`config.mk`:
```
export PLATFORM = sky130hd
export DESIGN_NAME = timer_irq_ctrl
export DESIGN_NICKNAME = d
export VERILOG_FILES = /design/src/rtl/timer_irq_ctrl.sv
export SDC_FILE = /design/constraint.sdc
export NUM_CORES = 1
export LEC_CHECK = 0
export CAP_MARGIN = 15
export CORE_MARGIN = 2
export CORE_UTILIZATION = 50
export CTS_BUF_LIST = sky130_fd_sc_hd__clkbuf_4
export CTS_CLUSTER_DIAMETER = 50
export DETAILED_ROUTE_END_ITERATION = 7
export PLACE_DENSITY = 0.88
export SYNTH_ARGS = -nofsm -noshare
export SYNTH_HDL_FRONTEND = slang
export SYNTH_SLANG_ARGS = --single-unit
```
`constraint.sdc`:
```
create_clock -name CLK -period 3.4 [get_ports CLK]
set_input_delay 0.51 -clock CLK [delete_from_list [all_inputs] [get_ports CLK]]
set_output_delay 0.51 -clock CLK [all_outputs]
set_load 0.005 [all_outputs]
```
`src/rtl/timer_irq_ctrl.sv`:
```
// Timer expiry handshake and interrupt controller: acknowledges each timer expiry once,
// counts expiries, and tracks pending/overrun interrupt state for the CPU.
module timer_irq_ctrl #(
  parameter int unsigned CNT_W = 16
) (
  input  logic             CLK,
  input  logic             RST,
  input  logic             GWE,
  input  logic             timer_status,
  output logic             timer_read_status,
  input  logic             ctrl_we,
  input  logic [1:0]       ctrl_in,
  input  logic             cpu_ack,
  input  logic             clr_overrun,
  output logic             irq,
  output logic             pending,
  output logic             overrun,
  output logic [CNT_W-1:0] tick_count
);

  typedef enum logic [1:0] {StIdle, StAck, StWaitClr} state_e;

  state_e           state_q, state_d;
  logic             pending_q, pending_d;
  logic             overrun_q, overrun_d;
  logic             irq_en_q, irq_en_d;
  logic [CNT_W-1:0] tick_q, tick_d;
  logic             event_hit;
  logic             clr_count;

  assign event_hit = GWE && (state_q == StIdle) && timer_status;
  assign clr_count = ctrl_we && ctrl_in[1];

  always_ff @(posedge CLK or negedge RST) begin
    if (!RST) begin
      state_q   <= StIdle;
      pending_q <= 1'b0;
      overrun_q <= 1'b0;
      irq_en_q  <= 1'b0;
      tick_q    <= '0;
    end else begin
      state_q   <= state_d;
      pending_q <= pending_d;
      overrun_q <= overrun_d;
      irq_en_q  <= irq_en_d;
      tick_q    <= tick_d;
    end
  end

  always_comb begin
    state_d   = state_q;
    pending_d = pending_q;
    overrun_d = overrun_q;
    irq_en_d  = irq_en_q;
    tick_d    = tick_q;
    if (GWE) begin
      unique case (state_q)
        StIdle:    if (timer_status) state_d = StAck;
        StAck:     state_d = StWaitClr;
        StWaitClr: if (!timer_status) state_d = StIdle;
        default:   state_d = StIdle;
      endcase

      // A coincident cpu_ack retires the old expiry first, so the new one is not an overrun.
      if (event_hit) begin
        pending_d = 1'b1;
      end else if (cpu_ack) begin
        pending_d = 1'b0;
      end

      if (event_hit && pending_q && !cpu_ack) begin
        overrun_d = 1'b1;
      end else if (clr_overrun) begin
        overrun_d = 1'b0;
      end

      if (ctrl_we) irq_en_d = ctrl_in[0];

      // Clear then count: a clear coinciding with an event leaves a count of one.
      if (event_hit) begin
        tick_d = clr_count ? CNT_W'(1) : tick_q + CNT_W'(1);
      end else if (clr_count) begin
        tick_d = '0;
      end
    end
  end

  assign timer_read_status = (state_q == StAck);
  assign irq               = pending_q && irq_en_q;
  assign pending           = pending_q;
  assign overrun           = overrun_q;
  assign tick_count        = tick_q;

endmodule

```
== Word-level counts from Yosys, hierarchy flattened ==
Cells that the tools add are included.
Word-level totals
  register bits after elaboration: 21
  output and inout bits: 20
  word-level logic and storage cells: 36
  input bits: 9
Cells by class
  mux-type cells: 10
  reduce and logical (&&, ||, !) cells: 16
  add/subtract/negate cells: 1
  equal/unequal tests: 4
Operators with widths (number)
  $mux 16: 3
  $add 16x1->16 const B: 1
  $reduce_and 2->1: 4
  $logic_and 1x1->1: 6
  $pmux 2 s3: 1
  $reduce_bool 2->1: 3
  $mux 1: 4
  $mux 2: 2
  $ne 2x2->1 const B: 2
  $reduce_and 3->1: 1
  $eq 2x1->1 const B: 1
  $eq 2x2->1 const B: 1
  $logic_not 2->1: 1
  $logic_not 1->1: 1

== Logic depth before layout (Yosys ltp) ==
Gate-level depths: netlist of the first run.
  depth after elaboration: 7
  gate-level depth with buffers: 6
  depth with buffers taken out: 5

== Worst setup path before layout of the first run ==
Ideal clock, no wire load.
  path type: register to register
  start point: reg tick_q[0] (netlist: tick_count[0])
  end point: reg tick_q[14] (netlist: tick_count[14])
  cell stages (with the launch flop): 6
  path slack: 1.762 ns
  data required time: 3.318 ns
  data arrival time: 1.557 ns
  clock period less this slack: 1.638 ns
  path through: dfrtp_1 ha_1 nand3_1 or4_1 o21ba_1 a31oi_1
Between the ends
  word-level cells in the longest chain between the ends: 3
Ends and longest elaborated chain
  from (decl): line 27  | logic [CNT_W-1:0] tick_q, tick_d;
  from (signal assigned): line 46  | tick_q <= tick_d;
  $add 16x1->16: line 81  | tick_d = clr_count ? CNT_W'(1) : tick_q + CNT_W'(1);
  $mux 16: line 81
  $mux 16: line 80  | if (event_hit) begin
Every way passes these cells.
A chain may end at the register's enable or synchronous reset.

== Final worst setup path of the first run ==
  start point: in GWE
  end point: reg tick_q[9] (netlist: tick_count[9])
Between the ends
  word-level cells in the longest chain between the ends: 4
  elaborated cells on any way between the ends: 5
  those cells by class: mux: 1; reduce/logical: 4
Ends and longest elaborated chain
  from (decl): line 8  | input logic GWE,
  $logic_and 1x1->1 (2 in a row): line 31  | assign event_hit = GWE && (state_q == StIdle) && timer_status;
  $reduce_bool 2->1 (no source line)
  $reduce_and 2->1 (no source line)
Several ways; a longest one is shown, not always the timed one.

==> results of run 1 <==
-- final timing paths --
path / from / endpoint / cells past startpoint
setup / recovery: GWE / tick_count[9] / 5
hold / removal: overrun / overrun / 1
setup reg to reg: state_q[1] / tick_count[9] / 4
hold reg to reg: overrun / overrun / 1
max in group asynchronous: RST / tick_count[0] / 1
min in group asynchronous: RST / tick_count[8] / 1
-- state kept, by name, indices dropped and copies added, names as in the netlist --
name        count
irq_en_q        1
state_q         2
overrun         1
tick_count     16
pending         1
-- cell usage after synthesis, types with 2 or more instances --
| library cell | instances | share of area |
|---|---|---|
| nand4_1 | 3 | 0.017 |
| a21o_1 | 2 | 0.013 |
| inv_1 | 4 | 0.013 |
| xnor2_1 | 4 | 0.031 |
| a211oi_1 | 3 | 0.020 |
| clkbuf_1 | 3 | 0.0099 |
| nor2_1 | 11 | 0.036 |
| a21oi_1 | 6 | 0.026 |
| nand2_1 | 14 | 0.046 |
| dfrtp_1 | 21 | 0.46 |
| nor4_1 | 2 | 0.011 |
| and2_1 | 2 | 0.011 |
| o21ai_0 | 6 | 0.026 |
| nand3_1 | 5 | 0.022 |
| and3_1 | 2 | 0.011 |
| a31oi_1 | 5 | 0.028 |
-- cells by family after synthesis --
| group | share of synthesized area |
|---|---|
| compound gates | 0.198 |
| flops | 0.462 |
| xor+xnor | 0.0385 |
| fa+ha+maj | 0.0110 |
| mux | 0.00990 |
| simple gates | 0.251 |
| buf+inv | 0.0297 |
-- final cells by class --
type / instances / area (sq um)
fill: 171 / 727
multi-input combinational: 90 / 578
sequential: 21 / 526
timing repair buffer: 28 / 280
tap: 28 / 35.0
clock buffer: 4 / 30.0
inverter: 4 / 15.0
-- placed cells by master (no fill, tap or decap), drive strengths merged, types with 4 or more instances in the layout --
cell type	synthesis	final
o21ai	6	6
clkbuf	3	4
nand3	5	5
clkdlybuf4s50	0	28
a31oi	5	5
inv	4	4
a21oi	6	6
nor2	11	11
xnor2	4	4
nand4	5	5
nand2	14	14
dfrtp	21	21
-- power breakdown --
part | switching, mW | leakage, nW | total (mW) | internal (mW)
registers | 0.0449 | 0.283 | 0.330 | 0.285
clock network | 0.0711 | 0.0184 | 0.125 | 0.0536
logic | 0.0714 | 0.321 | 0.172 | 0.100
-- worst max-delay path: cells and delay by family --
family / cells / cell delay, ns
compound gates: 1 / 0.63
buf+inv: 1 / 0.63
simple gates: 2 / 0.48
xor+xnor: 1 / 0.17
-- routing by layer --
layer	vias up	GRT usage	part of all wire
met5	-	0	0
met4	0	0.0570	0.0063
met3	2	0.0259	0.044
met2	46	0.348	0.49
met1	499	0.284	0.46
li1	501	-	-
-- stage by stage --
step	power (mW)	hold WS (ns)	cells	instance area, sq um
after CTS	0.631	0.511	175	1460
after floorplan	0.410	0.214	119	1140
after global placement	0.500	0.480	171	1430
after detailed placement	0.504	0.485	171	1430
final	0.626	0.505	175	1460
after global routing	0.669	0.528	175	1460
==> results.toml, run 1 <==
[setup_path]
cp.arrival_ns = 2.44
cp-end-kind = "flop"
critical_path_peak_fanout = 12
cpPeakStageDelay_ns = 0.63
crit_slowest_cell = "clkdlybuf4s50_1"
setup.worst_path.start_class = "input pin"
worstPathCellList = "clkdlybuf4s50_1 -> nand4bb_1 -> a2111oi_0 -> xnor2_1 -> nor2_1"
worst-setup-path-type = "input pin to flop"
setup.reg_to_reg.worst_slack_ns = 1.53
worstPathRequired_ns = 3.59

[placed_design]
dp_hpwl_um = 1840
port-buffer-count = 28
gp_congestion = 0.870
dp_worst_slack_ns = 0.864

[detailed_routing]
drt_wl_total_um = 2520
detail_route.first_pass.iterations = 4
drt_first_iter_violations = 49
wl_per_cell_um = 14.4
antenna_violating_nets_post_route = 0
number_of_drc_violations_after_detailed_routing = 0
num_vias = 1048
detail_route.vias_per_cell = 5.99

[cts]
postCtsSetupBuffers = 0
cts_hold_buffers = 0
path_clk_slew_ns = 0.12
clock_latency_of_the_later_clocked_register_in_the_worst_skew_pair_ns = 0.30
clock_buffer_depth = 2
cts_buffers = 3
post_cts_resize_count = 0
h-tree-depth = 1
cts_num_sinks = 21
cts_tree = "done"
clk_root_buffer_cell = "clkbuf_4"

[floorplan]
start_util = 0.519
die_area_sq_mm = 0.00267
die_height_um = 51.7
design.portCount = 29
fp.coreArea_sq_mm = 0.00219
core.rowCount = 17
die_w_um = 51.7

[timing]
final.setup.tns_ns = 0
highest_attainable_clock_frequency_mhz = 444
hold_viol = 0
fin_worst_skew_ns = 0.00817
slew_headroom = 0.391
setup_violations = 0
post-route-worst-setup-slack_ns = 1.15
finalCriticalPeriod_ns = 2.25
period_share = 0.663
final-max-slew-violation-count = 0
unrepaired_setup_endpoints_after_global_routing = "false"
transition_time_of_the_tightest_slew_check_pin_ns = 0.911

[layout]
antenna-diode-count = 0
final_layout_net_count = 158
postLayoutCoreUtil = 0.668
final_layout_size_suffix_gt1_frac = 0.0748
areaGrowthSynthToFinish_pct = 28.7

[global_route]
via_count_of_the_first_global_routing_pass = 953
grt_pass1_wl_um = 4200
number_of_antenna_violations_at_the_first_check_in_global_routing = 0
largest_net_degree_at_the_start_of_global_routing = 22
globalRouteTotalUtil = 0.208
globalRoute.totalOverflow = 0

[synth]
postSynthRegisterBits = 21
synth_top_flop_cell = "dfrtp_1"
synth_cells = 119
syn-cell-area_sq_mm = 0.00114
ys_warn_count = 0
synth-seq-area-share = 0.462
synth.distinct_cells = 42
synthesis.area_per_instance_sq_um = 9.56
postSynthNetCount = 129
synth-edff-count = 0
asyncSetResetFlopFracSynth = 1.00

[job]
cap_violations = 0

[power_and_ir_drop]
power_leakage_nw = 0.623
powerDensity_mw_per_mm2 = 428
ir_drop_uv = 306

[worst_hold_path]
hold_path_class = "flop to flop"

[run_status]
run_status = "finished clean"
No activity file was read; power rests on OpenSTA's default activity.
==> inputs of run 2 (changes only) <==
- CORE_UTILIZATION: 50 -> 45
- PLACE_DENSITY: 0.88 -> 0.84
- clock period: 3.4 -> 2.02 ns (I/O delays scaled with it)
==> run 2 against run 1 <==
Final area is 4.3% higher. Global-route usage increased by 0.47 points. Clock skew decreased by 0.0019 ns. Via count is 4.2% higher. Register-to-register slack worse by 1.3 ns. Non-clock buffer count is 8 higher. Combinational power increased by 80%. Sequential share of layout area down 1.5 points. Clock power up 72%. Critical endpoint is now tick_count[14]. Highest routed layer unchanged.
==> results.toml, run 2 (same netlist as run 1, synthesis figures left out) <==
[run_status]
run_status = "finished clean"

[timing]
highest_attainable_clock_frequency_mhz = 555
transition_time_of_the_tightest_slew_check_pin_ns = 0.496
final-max-slew-violation-count = 0
unrepaired_setup_endpoints_after_global_routing = "false"
post-route-worst-setup-slack_ns = 0.217
finalCriticalPeriod_ns = 1.80
setup_violations = 0
slew_headroom = 0.661
hold_viol = 0
final.setup.tns_ns = 0
fin_worst_skew_ns = 0.00628
period_share = 0.893

[global_route]
largest_net_degree_at_the_start_of_global_routing = 22
grt_pass1_wl_um = 4500
via_count_of_the_first_global_routing_pass = 1062
globalRouteTotalUtil = 0.213
globalRoute.totalOverflow = 0
number_of_antenna_violations_at_the_first_check_in_global_routing = 0

[floorplan]
die_height_um = 54.3
die_w_um = 54.3
core.rowCount = 18
fp.coreArea_sq_mm = 0.00243
design.portCount = 29
start_util = 0.468
die_area_sq_mm = 0.00295

[placed_design]
port-buffer-count = 28
dp_worst_slack_ns = 0.0779
gp_congestion = 0.829
dp_hpwl_um = 2070

[power_and_ir_drop]
sequential_group_share_of_total_power = 0.514
power_leakage_nw = 0.663
powerDensity_mw_per_mm2 = 708
cellInternalPower_mw = 0.754
comb_power_share = 0.287
power.switching_mw = 0.326
ir_drop_uv = 406
share_of_power_burned_in_the_clock_network = 0.199
swShare = 0.302

[cts]
cts_num_sinks = 21
path_clk_slew_ns = 0.12
cts_tree = "done"
post_cts_resize_count = 0
cts_buffers = 3
cts_hold_buffers = 0
h-tree-depth = 1
clk_root_buffer_cell = "clkbuf_4"
clock_latency_of_the_later_clocked_register_in_the_worst_skew_pair_ns = 0.30
clock_buffer_depth = 2
postCtsSetupBuffers = 0

[layout]
layout_common_cells = "clkdlybuf4s50_1, dfrtp_1, nand2_1"
nFillCells = 203
final-seq-area_sq_um = 526
antenna-diode-count = 0
multi_input_area_sq_um = 578
layout_commonest_cell = "clkdlybuf4s50_1"
areaGrowthSynthToFinish_pct = 34.2
final_layout_net_count = 166
largest_register_ffs = 16
final_layout_size_suffix_gt1_frac = 0.123
postLayoutCoreUtil = 0.628

[detailed_routing]
detail_route.first_pass.iterations = 4
wl_per_cell_um = 14.7
number_of_drc_violations_after_detailed_routing = 0
antenna_violating_nets_post_route = 0
detail_route.vias_per_cell = 5.90
drt_first_iter_violations = 38
num_vias = 1092
drt_wl_total_um = 2720

[worst_hold_path]
hold_path_class = "input pin to asynchronous set/reset pin"

[setup_path]
worst-setup-path-type = "flop to flop"
cp.arrival_ns = 2.03
setup.worst_path.start_class = "flop"
worstPathRequired_ns = 2.25
critical_path_peak_fanout = 5
cp-end-kind = "flop"

[job]
cap_violations = 0
run 2: cell count changes in the layout (fill, tap and decap cells not counted), sizes merged:
cell  previous run  this run
buf              0         8
run 2: worst paths after layout:
kind / from / end / slack, ns / cells after the start
worst max-delay path: tick_count[1] / tick_count[14] / 0.22 / 5
worst min-delay path: RST / tick_count[4] / 0.32 / 2
worst max register to register: tick_count[1] / tick_count[14] / 0.22 / 5
worst min register to register: overrun / overrun / 0.51 / 1
max in group asynchronous: RST / tick_count[0] / 1.48 / 2
min in group CLK: overrun / overrun / 0.51 / 1
run 2: layout make-up:
class                   instances  area share
inverters                       4     0.00984
multi-input cells              90       0.379
repair buffers                 36       0.223
clock buffers                   4      0.0197
flip-flops and latches         21       0.344
well taps                      30      0.0246
run 2: routing by layer:
layer  global-route usage  part of all wire
met1                0.245              0.42
met2                0.384              0.50
met3               0.0328             0.049
met4               0.0958             0.030
met5                    0                 0
run 2: per-stage QoR:
step                power, mW  instances  cell area [sq um]  hold WS [ns]
finish                   1.08        185               1530         0.323
global route             1.15        185               1530         0.369
CTS                      1.09        185               1530         0.329
detailed placement      0.877        181               1500         0.492
global placement        0.864        181               1500         0.479
floorplan               0.690        119               1140       0.00741
run 2: power groups by stage:
| stage | Sequential, mW | Combinational (mW) | Clock (mW) |
|---|---|---|---|
| final | 0.555 | 0.310 | 0.215 |
| after global routing | 0.567 | 0.342 | 0.240 |
| after CTS | 0.555 | 0.315 | 0.221 |
| after detailed placement | 0.563 | 0.314 | 0 |
| after global placement | 0.558 | 0.306 | 0 |
| after floorplan | 0.553 | 0.136 | 0 |
run 2: critical path: stages (launching register included):
cell and delay [ns]:
dfrtp_1 0.45, ha_1 0.23, nand3_1 0.14, or4_1 0.58, o21ba_1 0.19, a31oi_1 0.15
==> inputs of run 3 (changes only) <==
- PLACE_DENSITY: 0.84 -> 0.77
==> run 3 against run 2 <==
Sequential share of layout area is 0.11 points lower. Largest cell class unchanged. Maximum frequency is 0.62% higher. First-iteration DRC count is 21% lower. Register-to-register slack hardly changed. Clock skew is 0.0037 ns lower. Count of clock-buffer cells in the layout is 1 lower. Combinational power is 2% higher. Wire length is 0.37% higher. Die area stayed put. Setup slack better by 0.011 ns. Critical path depth stayed put. Sequential power hardly changed. Largest power group unchanged.
==> results.toml, run 3 (same netlist as run 1, synthesis figures left out) <==
[run_status]
run_status = "finished clean"

[cts]
cts_num_sinks = 21
h-tree-depth = 1
postCtsSetupBuffers = 0
clk_root_buffer_cell = "clkbuf_4"
path_clk_slew_ns = 0.12
cts_hold_buffers = 0
cts_tree = "done"
post_cts_resize_count = 0
clock_latency_of_the_later_clocked_register_in_the_worst_skew_pair_ns = 0.32
clock_buffer_depth = 2
cts_buffers = 3

[global_route]
grt_pass1_wl_um = 4490
via_count_of_the_first_global_routing_pass = 986
largest_net_degree_at_the_start_of_global_routing = 22
globalRoute.totalOverflow = 0
globalRouteTotalUtil = 0.212
number_of_antenna_violations_at_the_first_check_in_global_routing = 0

[setup_path]
worstPathRequired_ns = 2.27
rr_endpoint = "tick_count[14]"
r2r_start = "tick_count[0]"
cp.depth = 5
worstPathCellList = "ha_1 -> nand3_1 -> or4_1 -> o21ba_1 -> a31oi_1"
worstSetupStartpoint = "tick_count[0]"
endpoint = "tick_count[14]"
setup.worst_path.start_class = "flop"
crit_buf_inv = 0
cp.arrival_ns = 2.04
reg2regPathDepth = 5
critical-path-top-delay-family = "simple AND/OR/NAND/NOR gates"
worst-setup-path-type = "flop to flop"
critical_path_peak_fanout = 6
setup.reg_to_reg.worst_slack_ns = 0.23
cpPeakStageDelay_ns = 0.57
crit_slowest_cell = "or4_1"
cp-end-kind = "flop"

[timing]
highest_attainable_clock_frequency_mhz = 558
period_share = 0.887
hold_viol = 0
final-max-slew-violation-count = 0
transition_time_of_the_tightest_slew_check_pin_ns = 0.483
finalCriticalPeriod_ns = 1.79
fin_worst_skew_ns = 0.00254
setup_violations = 0
slew_headroom = 0.670
unrepaired_setup_endpoints_after_global_routing = "false"
final.setup.tns_ns = 0
post-route-worst-setup-slack_ns = 0.228

[power_and_ir_drop]
report.power.total_mw = 1.08
powerDensity_mw_per_mm2 = 704
power_leakage_nw = 0.666
ir_drop_uv = 580

[floorplan]
die_area_sq_mm = 0.00295
die_w_um = 54.3
design.portCount = 29
fp.coreArea_sq_mm = 0.00243
die_height_um = 54.3
start_util = 0.468
core.rowCount = 18

[placed_design]
dp_hpwl_um = 2060
port-buffer-count = 28
dp_worst_slack_ns = 0.104
gp_congestion = 0.848
placed_cells_incl_taps = 182

[detailed_routing]
antenna_violating_nets_post_route = 0
drt_wl_total_um = 2730
wl_per_cell_um = 14.7
num_vias = 1070
number_of_drc_violations_after_detailed_routing = 0
detail_route.vias_per_cell = 5.75
detail_route.first_pass.iterations = 4
drt_first_iter_violations = 30

[layout]
layout_commonest_cell = "clkdlybuf4s50_1"
finish.cell_count_without_fillers = 186
final_layout_net_count = 167
final_layout_size_suffix_gt1_frac = 0.128
layout_common_cells = "clkdlybuf4s50_1, dfrtp_1, nand2_1"
largest_register_ffs = 16
areaGrowthSynthToFinish_pct = 34.7
nFillCells = 218
postLayoutCoreUtil = 0.630
antenna-diode-count = 0

[worst_hold_path]
hold_path_class = "input pin to asynchronous set/reset pin"

[job]
cap_violations = 0
==> run 3: layer usage <==
| layer | GRT usage | share of wire |
|---|---|---|
| met1 | 0.282 | 0.47 |
| met2 | 0.339 | 0.46 |
| met3 | 0.0383 | 0.048 |
| met4 | 0.0875 | 0.016 |
| met5 | 0 | 0 |
==> run 3: through the flow <==
stage	hold WS (ns)	area, sq um
after floorplan	0.00741	1140
after global placement	0.479	1500
after detailed placement	0.485	1500
after CTS	0.324	1530
after global routing	0.348	1530
final	0.312	1530
==> run 3: final cells by class <==
class	instances	area [sq um]	area share
multi-input combinational	90	578	0.377
sequential	21	526	0.343
timing repair buffer	37	348	0.227
tap	30	37.5	0.0245
clock buffer	3	22.5	0.0147
inverter	4	15.0	0.00980
clock inverter	1	5.00	0.00327
==> run 3: worst min path at each step <==
stage / start / to / cells past startpoint
after global routing: RST / state_q[0] / 2
final: RST / tick_count[7] / 2
after detailed placement: irq_en_q / irq_en_q / 1
after CTS: RST / tick_count[4] / 2
after global placement: irq_en_q / irq_en_q / 1
after floorplan: RST / irq_en_q / 0
==> run 3: report_power, final <==
| group | internal (mW) | switching (mW) | leakage [nW] | total, mW |
|---|---|---|---|---|
| sequential | 0.479 | 0.0745 | 0.283 | 0.554 |
| combinational | 0.188 | 0.127 | 0.365 | 0.315 |
| clock | 0.0742 | 0.135 | 0.0177 | 0.209 |
